**src/rtl/hexcnt_pkg.sv**
```systemverilog
// Shared constants for the hex counter display path: SEG bit layout, scan state
// encoding and the leading-zero lit-mask helper.
package hexcnt_pkg;

  localparam int unsigned SEG_W  = 12;
  localparam int unsigned AN_MSB = 11;
  localparam int unsigned AN_LSB = 8;
  localparam int unsigned DP_BIT = 7;
  localparam int unsigned FONT_W = 7;
  localparam int unsigned NIB_W  = 4;
  localparam int unsigned DIG_N  = 4;
  localparam int unsigned VAL_W  = NIB_W * DIG_N;

  localparam logic [SEG_W-1:0] SEG_OFF = 12'hFFF;

  typedef enum logic {
    ST_DEAD   = 1'b0,
    ST_ACTIVE = 1'b1
  } scan_state_e;

  // Digit i is lit when it or any more significant nibble is nonzero; digit0 always lit.
  function automatic logic [DIG_N-1:0] lead_lit(input logic [VAL_W-1:0] v);
    logic [DIG_N-1:0] m;
    m[3] = (v[15:12] != 4'h0);
    m[2] = m[3] | (v[11:8] != 4'h0);
    m[1] = m[2] | (v[7:4] != 4'h0);
    m[0] = 1'b1;
    return m;
  endfunction

endpackage

```
**src/rtl/hex_seg_scan_if.sv**
```systemverilog
// Display-side bus of hex_seg_scan: value/load/dp/blank in, multiplexed SEG and FRAME out.
interface hex_seg_scan_if;
  import hexcnt_pkg::*;

  logic [VAL_W-1:0] value;
  logic             load;
  logic [DIG_N-1:0] dp_mask;
  logic             blank;
  logic [SEG_W-1:0] seg;
  logic             frame;

  modport master (output value, load, dp_mask, blank, input seg, frame);
  modport slave  (input value, load, dp_mask, blank, output seg, frame);

endinterface

```
**src/rtl/hex_seg_scan_hex_to_seg7.sv**
```systemverilog
// Combinational hex nibble to 7-segment font, active-low {G,F,E,D,C,B,A}.
module hex_to_seg7
  import hexcnt_pkg::*;
(
  input  logic [NIB_W-1:0]  nib,
  output logic [FONT_W-1:0] font_c
);

  always_comb begin
    font_c = 7'h7F;
    case (nib)
      4'h0: font_c = 7'h40;
      4'h1: font_c = 7'h79;
      4'h2: font_c = 7'h24;
      4'h3: font_c = 7'h30;
      4'h4: font_c = 7'h19;
      4'h5: font_c = 7'h12;
      4'h6: font_c = 7'h02;
      4'h7: font_c = 7'h78;
      4'h8: font_c = 7'h00;
      4'h9: font_c = 7'h10;
      4'hA: font_c = 7'h08;
      4'hB: font_c = 7'h03;
      4'hC: font_c = 7'h46;
      4'hD: font_c = 7'h21;
      4'hE: font_c = 7'h06;
      4'hF: font_c = 7'h0E;
      default: font_c = 7'h7F;
    endcase
  end

endmodule

```
**src/rtl/hex_seg_scan.sv**
```systemverilog
// Four-digit multiplexed hex display driver with per-slot dead time and a
// frame-aligned shadow value. Optional leading-zero blanking: HEX_SEG_LEAD_ZERO_BLANK_EN.
module hex_seg_scan
  import hexcnt_pkg::*;
#(
  parameter int unsigned SCAN_DIV = 100000,
  parameter int unsigned DEAD_CYC = 500
) (
  input  logic           clk,
  input  logic           reset,
  hex_seg_scan_if.slave  bus
);

  localparam int unsigned PW = (SCAN_DIV > 1) ? $clog2(SCAN_DIV) : 1;

  logic [PW-1:0]     presc;
  logic [1:0]        idx;
  scan_state_e       state, state_nxt;
  logic [VAL_W-1:0]  pending, shown;
  logic [SEG_W-1:0]  seg_q;
  logic              frame_q;

  logic              wrap_c;
  logic              frame_c;
  logic [NIB_W-1:0]  nib_c;
  logic [FONT_W-1:0] font_c;
  logic [DIG_N-1:0]  lit_c;
  logic [DIG_N-1:0]  an_c;
  logic [SEG_W-1:0]  seg_nxt_c;

  assign wrap_c  = (presc == PW'(SCAN_DIV - 1));
  assign frame_c = wrap_c && (idx == 2'd3);
  assign nib_c   = shown[{idx, 2'b00} +: NIB_W];

  hex_to_seg7 u_font (
    .nib    (nib_c),
    .font_c (font_c)
  );

`ifdef HEX_SEG_LEAD_ZERO_BLANK_EN
  assign lit_c = lead_lit(shown) | bus.dp_mask;
`else
  assign lit_c = 4'hF;
`endif

  // Slot prescaler and digit index
  always_ff @(posedge clk) begin
    if (reset) begin
      presc <= '0;
      idx   <= 2'd0;
    end else if (wrap_c) begin
      presc <= '0;
      idx   <= idx + 2'd1;
    end else begin
      presc <= presc + PW'(1);
    end
  end

  always_ff @(posedge clk) begin
    if (reset) state <= ST_DEAD;
    else       state <= state_nxt;
  end

  // Next state and anode pattern for the current slot
  always_comb begin
    state_nxt = state;
    an_c      = 4'hF;
    case (state)
      ST_DEAD: begin
        if (presc == PW'(DEAD_CYC - 1)) state_nxt = ST_ACTIVE;
      end
      ST_ACTIVE: begin
        if (lit_c[idx]) an_c = ~(4'(4'b0001 << idx));
        if (wrap_c) state_nxt = ST_DEAD;
      end
      default: state_nxt = ST_DEAD;
    endcase
    if (bus.blank) an_c = 4'hF;
  end

  always_comb begin
    seg_nxt_c                = SEG_OFF;
    seg_nxt_c[AN_MSB:AN_LSB] = an_c;
    seg_nxt_c[DP_BIT]        = ~bus.dp_mask[idx];
    seg_nxt_c[FONT_W-1:0]    = font_c;
  end

  // Shown only changes on the frame boundary so a frame is never torn
  always_ff @(posedge clk) begin
    if (reset) begin
      pending <= '0;
      shown   <= '0;
    end else begin
      if (frame_c)  shown   <= pending;
      if (bus.load) pending <= bus.value;
    end
  end

  always_ff @(posedge clk) begin
    if (reset) begin
      seg_q   <= SEG_OFF;
      frame_q <= 1'b0;
    end else begin
      seg_q   <= seg_nxt_c;
      frame_q <= frame_c;
    end
  end

  assign bus.seg   = seg_q;
  assign bus.frame = frame_q;

endmodule

```
**src/flat_wrapper.sv**
```systemverilog
// flat-port wrapper written by rule: the top's interface ports become plain ports
module hex_seg_scan_flat import hexcnt_pkg::*;
#(
  parameter int unsigned SCAN_DIV = 100000,
  parameter int unsigned DEAD_CYC = 500
)
  (clk, reset, bus_value, bus_load, bus_dp_mask, bus_blank, bus_seg, bus_frame);
  hex_seg_scan_if bus_i ();
  input  logic clk;
  input  logic reset;
  input wire logic [$bits(bus_i.value)-1:0] bus_value;
  input wire logic [$bits(bus_i.load)-1:0] bus_load;
  input wire logic [$bits(bus_i.dp_mask)-1:0] bus_dp_mask;
  input wire logic [$bits(bus_i.blank)-1:0] bus_blank;
  output wire logic [$bits(bus_i.seg)-1:0] bus_seg;
  output wire logic [$bits(bus_i.frame)-1:0] bus_frame;
  assign bus_i.value = bus_value;
  assign bus_i.load = bus_load;
  assign bus_i.dp_mask = bus_dp_mask;
  assign bus_i.blank = bus_blank;
  assign bus_seg = bus_i.seg;
  assign bus_frame = bus_i.frame;
  hex_seg_scan #(.SCAN_DIV(SCAN_DIV), .DEAD_CYC(DEAD_CYC)) u_core (.clk(clk), .reset(reset), .bus(bus_i));
endmodule
```
**config.mk**
```make
export PLATFORM = sky130hd
export DESIGN_NAME = hex_seg_scan_flat
export DESIGN_NICKNAME = d
export VERILOG_FILES = /design/src/rtl/hexcnt_pkg.sv /design/src/rtl/hex_seg_scan_if.sv /design/src/rtl/hex_seg_scan_hex_to_seg7.sv /design/src/rtl/hex_seg_scan.sv /design/src/flat_wrapper.sv
export SDC_FILE = /design/constraint.sdc
export NUM_CORES = 1
export LEC_CHECK = 0
export CORE_MARGIN = 2
export CORE_UTILIZATION = 54
export DETAILED_ROUTE_END_ITERATION = 7
export GPL_ROUTABILITY_DRIVEN = 0
export PLACE_DENSITY = 0.8
export SLEW_MARGIN = 20
export SYNTH_ARGS = -nofsm -noshare
export SYNTH_HDL_FRONTEND = slang
export SYNTH_SLANG_ARGS = --single-unit
export TNS_END_PERCENT = 1
```
**constraint.sdc**
```tcl
create_clock -name clk -period 4 [get_ports clk]
set_clock_uncertainty 0.2 [all_clocks]
set_input_delay 0.8 -clock clk [delete_from_list [all_inputs] [get_ports clk]]
set_output_delay 0.8 -clock clk [all_outputs]
set_load 0.005 [all_outputs]
```
==> results.json <==
{
  "postCtsSetupBuffers": 0,
  "maxSlewViolCount": 0,
  "p_comb_share_pct": 5.3,
  "final_nets": 369,
  "endpoint_kind": "flop",
  "antenna_found_initial": 0,
  "setup_slack_ps": 1230,
  "grt_remaining_overflow": 0,
  "syn_area_per_cell_um2": 9.69,
  "io_buffers": 36,
  "yosysWarnings": 0,
  "drive_gt1_share_pct": 10.4,
  "switchingPower_w": 0.000275,
  "cts_tree": "built",
  "cp-start-kind": "flop",
  "setup_tns_ps": 0,
  "num_io_pins": 37,
  "grt_pass1_wl_um": 9930,
  "syn_to_final_growth_pct": 18.5,
  "core.rowCount": 27,
  "grt_pass1_vias": 2202,
  "die_area_mm2": 0.00612,
  "coreArea_mm2": 0.00541,
  "final_antenna_net_count": 0,
  "post-place-ws_ps": 1190,
  "clock_sinks": 65,
  "power_frac_seq_pct": 51.0,
  "p_per_area_mw_per_mm2": 374,
  "start_util_pct": 55.0,
  "max_freq_ghz": 0.361,
  "grt_use_total_pct": 20.5,
  "crit_arrival_ps": 2790,
  "die_h_um": 78.2,
  "crit_required_ps": 4020,
  "hp-class": "flop to flop",
  "first_pass_iters": 5,
  "ys_ff_latch": 65,
  "drt-total-wl_um": 5730,
  "finalSetupViolCount": 0,
  "clk_path_buf_depth": 2,
  "clk_pin_slew_ps": 70,
  "synth_ff_type": "dfxtp_1",
  "drt-initial-drc-count": 130,
  "synth_cell_types": 47,
  "nFillCells": 416,
  "via_per_inst": 5.68,
  "drc": 0,
  "multi_input_area_mm2": 0.00151,
  "synth_edf_count": 0,
  "rsz0062_at_grt": "false",
  "internal_power_w": 0.00104,
  "synth_compound_area_share_pct": 13.5,
  "final_common_cell": "dfxtp_1",
  "die_w_um": 78.2,
  "h-tree-depth": 3,
  "synth_top_family_by_area": "simple AND/OR/NAND/NOR gates",
  "final.period_utilization_pct": 69.2,
  "async_reset_ff_share_pct": 0,
  "routedWlPerCell_um": 14.0,
  "synth_fa_ha_area_share_pct": 5.05,
  "antenna_cells": 0,
  "p_clk_share_pct": 43.7,
  "cts_buffers": 9,
  "yosys.area_share.xor_xnor_pct": 3.53,
  "synth-simple-area-share_pct": 19.0,
  "ys_seq_area_share_pct": 43.8,
  "regArea_mm2": 0.00130,
  "clk_latency_ps": 350,
  "vdd_drop_max_v": 0.000356,
  "root_buffer": "clkbuf_8",
  "hold_buffers": 0,
  "status": "finished clean",
  "fin_crit_ps": 2770,
  "dp_hpwl_um": 3870,
  "synthMuxAreaShare_pct": 9.51,
  "path_max_fanout": 18,
  "cts.repair.resized": 0,
  "maxCapViolCount": 0,
  "layout_common_cells": "65 x dfxtp_1, 36 x clkdlybuf4s50_1, 32 x nor2_1, 23 x a21oi_1, 22 x nand4_1",
  "vias": 2329,
  "syn-instance-count": 307,
  "path_class": "flop to flop",
  "grt_max_degree": 42,
  "totalPowerFinal_w": 0.00132,
  "netlist_area_mm2": 0.00297,
  "worstMarginPinSlew_ps": 916,
  "max_slew_margin_pct": 38.8,
  "final_hold_viol_count": 0,
  "syn_nets": 343,
  "p_sw_share_pct": 20.8,
  "power_leakage_nw": 1.20
}
-- synthesized netlist by cell type (all sizes together), types with 5 or more instances --
library cell	number	area (µm²)
a21oi	23	115
clkbuf	7	26.3
inv	10	37.5
nor4	7	58.8
ha	12	150
buf	16	96.3
nand4	22	138
mux4	5	113
o21ai	5	28.8
mux2i	17	170
nand2	13	48.8
nor2	32	120
nand3	8	50.1
o31ai	19	178
xnor2	10	87.6
dfxtp	65	1300
-- power groups by stage --
stage                     registers [W]  clock network (W)   logic, W
after floorplan                0.000685                  0  0.0000335
after global placement         0.000686                  0  0.0000682
after detailed placement       0.000687                  0  0.0000693
after CTS                      0.000672           0.000584  0.0000703
after global routing           0.000674           0.000608  0.0000784
final                          0.000672           0.000576  0.0000695
-- per-layer routing --
layer / share of wire, % / track usage, % / wire [µm] / vias up
met5: 0 / 0 / 0 / -
met4: 2.1 / 10.0 / 120 / 0
met3: 5.2 / 5.75 / 296 / 10
met2: 46 / 33.7 / 2650 / 60
met1: 46 / 24.7 / 2660 / 1091
li1: - / - / - / 1168
-- layout make-up --
class | instances | share of cell area [%]
clock buffer | 14 | 4.90
inverter | 12 | 1.28
clock inverter | 2 | 0.994
timing repair buffer | 38 | 10.6
multi-input combinational | 207 | 42.7
tap | 72 | 2.56
sequential | 65 | 36.9
-- critical path: stages, from the launching register on --
cell      delay (ps)
dfxtp_1          570
ha_1             660
clkinv_1         680
o31ai_1          420
a21oi_1          110
-- registers in the layout, indices dropped and copies added (netlist names) --
name / count
u_core.presc: 17
u_core.pending: 16
u_core.shown: 16
u_core.bus.seg: 12
u_core.state: 1
u_core.idx: 2
u_core.bus.frame: 1
-- stage by stage --
stage / util [%] / hold WS [ps] / instance area [µm²] / instances
4_1_cts: 65.2 / 273 / 3520 / 410
6_report: 65.2 / 271 / 3520 / 410
3_3_place_gp: 61.4 / 253 / 3320 / 394
5_1_grt: 65.2 / 290 / 3520 / 410
2_1_floorplan: - / 244 / 2970 / 307
3_5_place_dp: 61.4 / 263 / 3320 / 394
-- path summary, 6_finish.rpt --
kind | from | endpoint | slack [ps] | cells after the start
max | u_core.idx[1]$_SDFFE_PP0N_ | u_core.shown[3]$_SDFFE_PP0P_ | 1230 | 4
min | u_core.pending[12]$_SDFFE_PP0P_ | u_core.shown[12]$_SDFFE_PP0P_ | 270 | 2
max reg2reg | u_core.idx[1]$_SDFFE_PP0N_ | u_core.shown[3]$_SDFFE_PP0P_ | 1230 | 4
min reg2reg | u_core.pending[12]$_SDFFE_PP0P_ | u_core.shown[12]$_SDFFE_PP0P_ | 270 | 2
-- cells by family (layout without fill, tap and decap cells) --
group	count (synthesis)	in the layout
AO/OA/AOI/OAI	57	57
multiplexers	22	22
XOR/XNOR	12	12
buffers and inverters	35	66
flip-flops	65	65
AND/OR/NAND/NOR	104	104
adder cells (fa/ha/maj)	12	12
(Power assumes the default switching activity.)
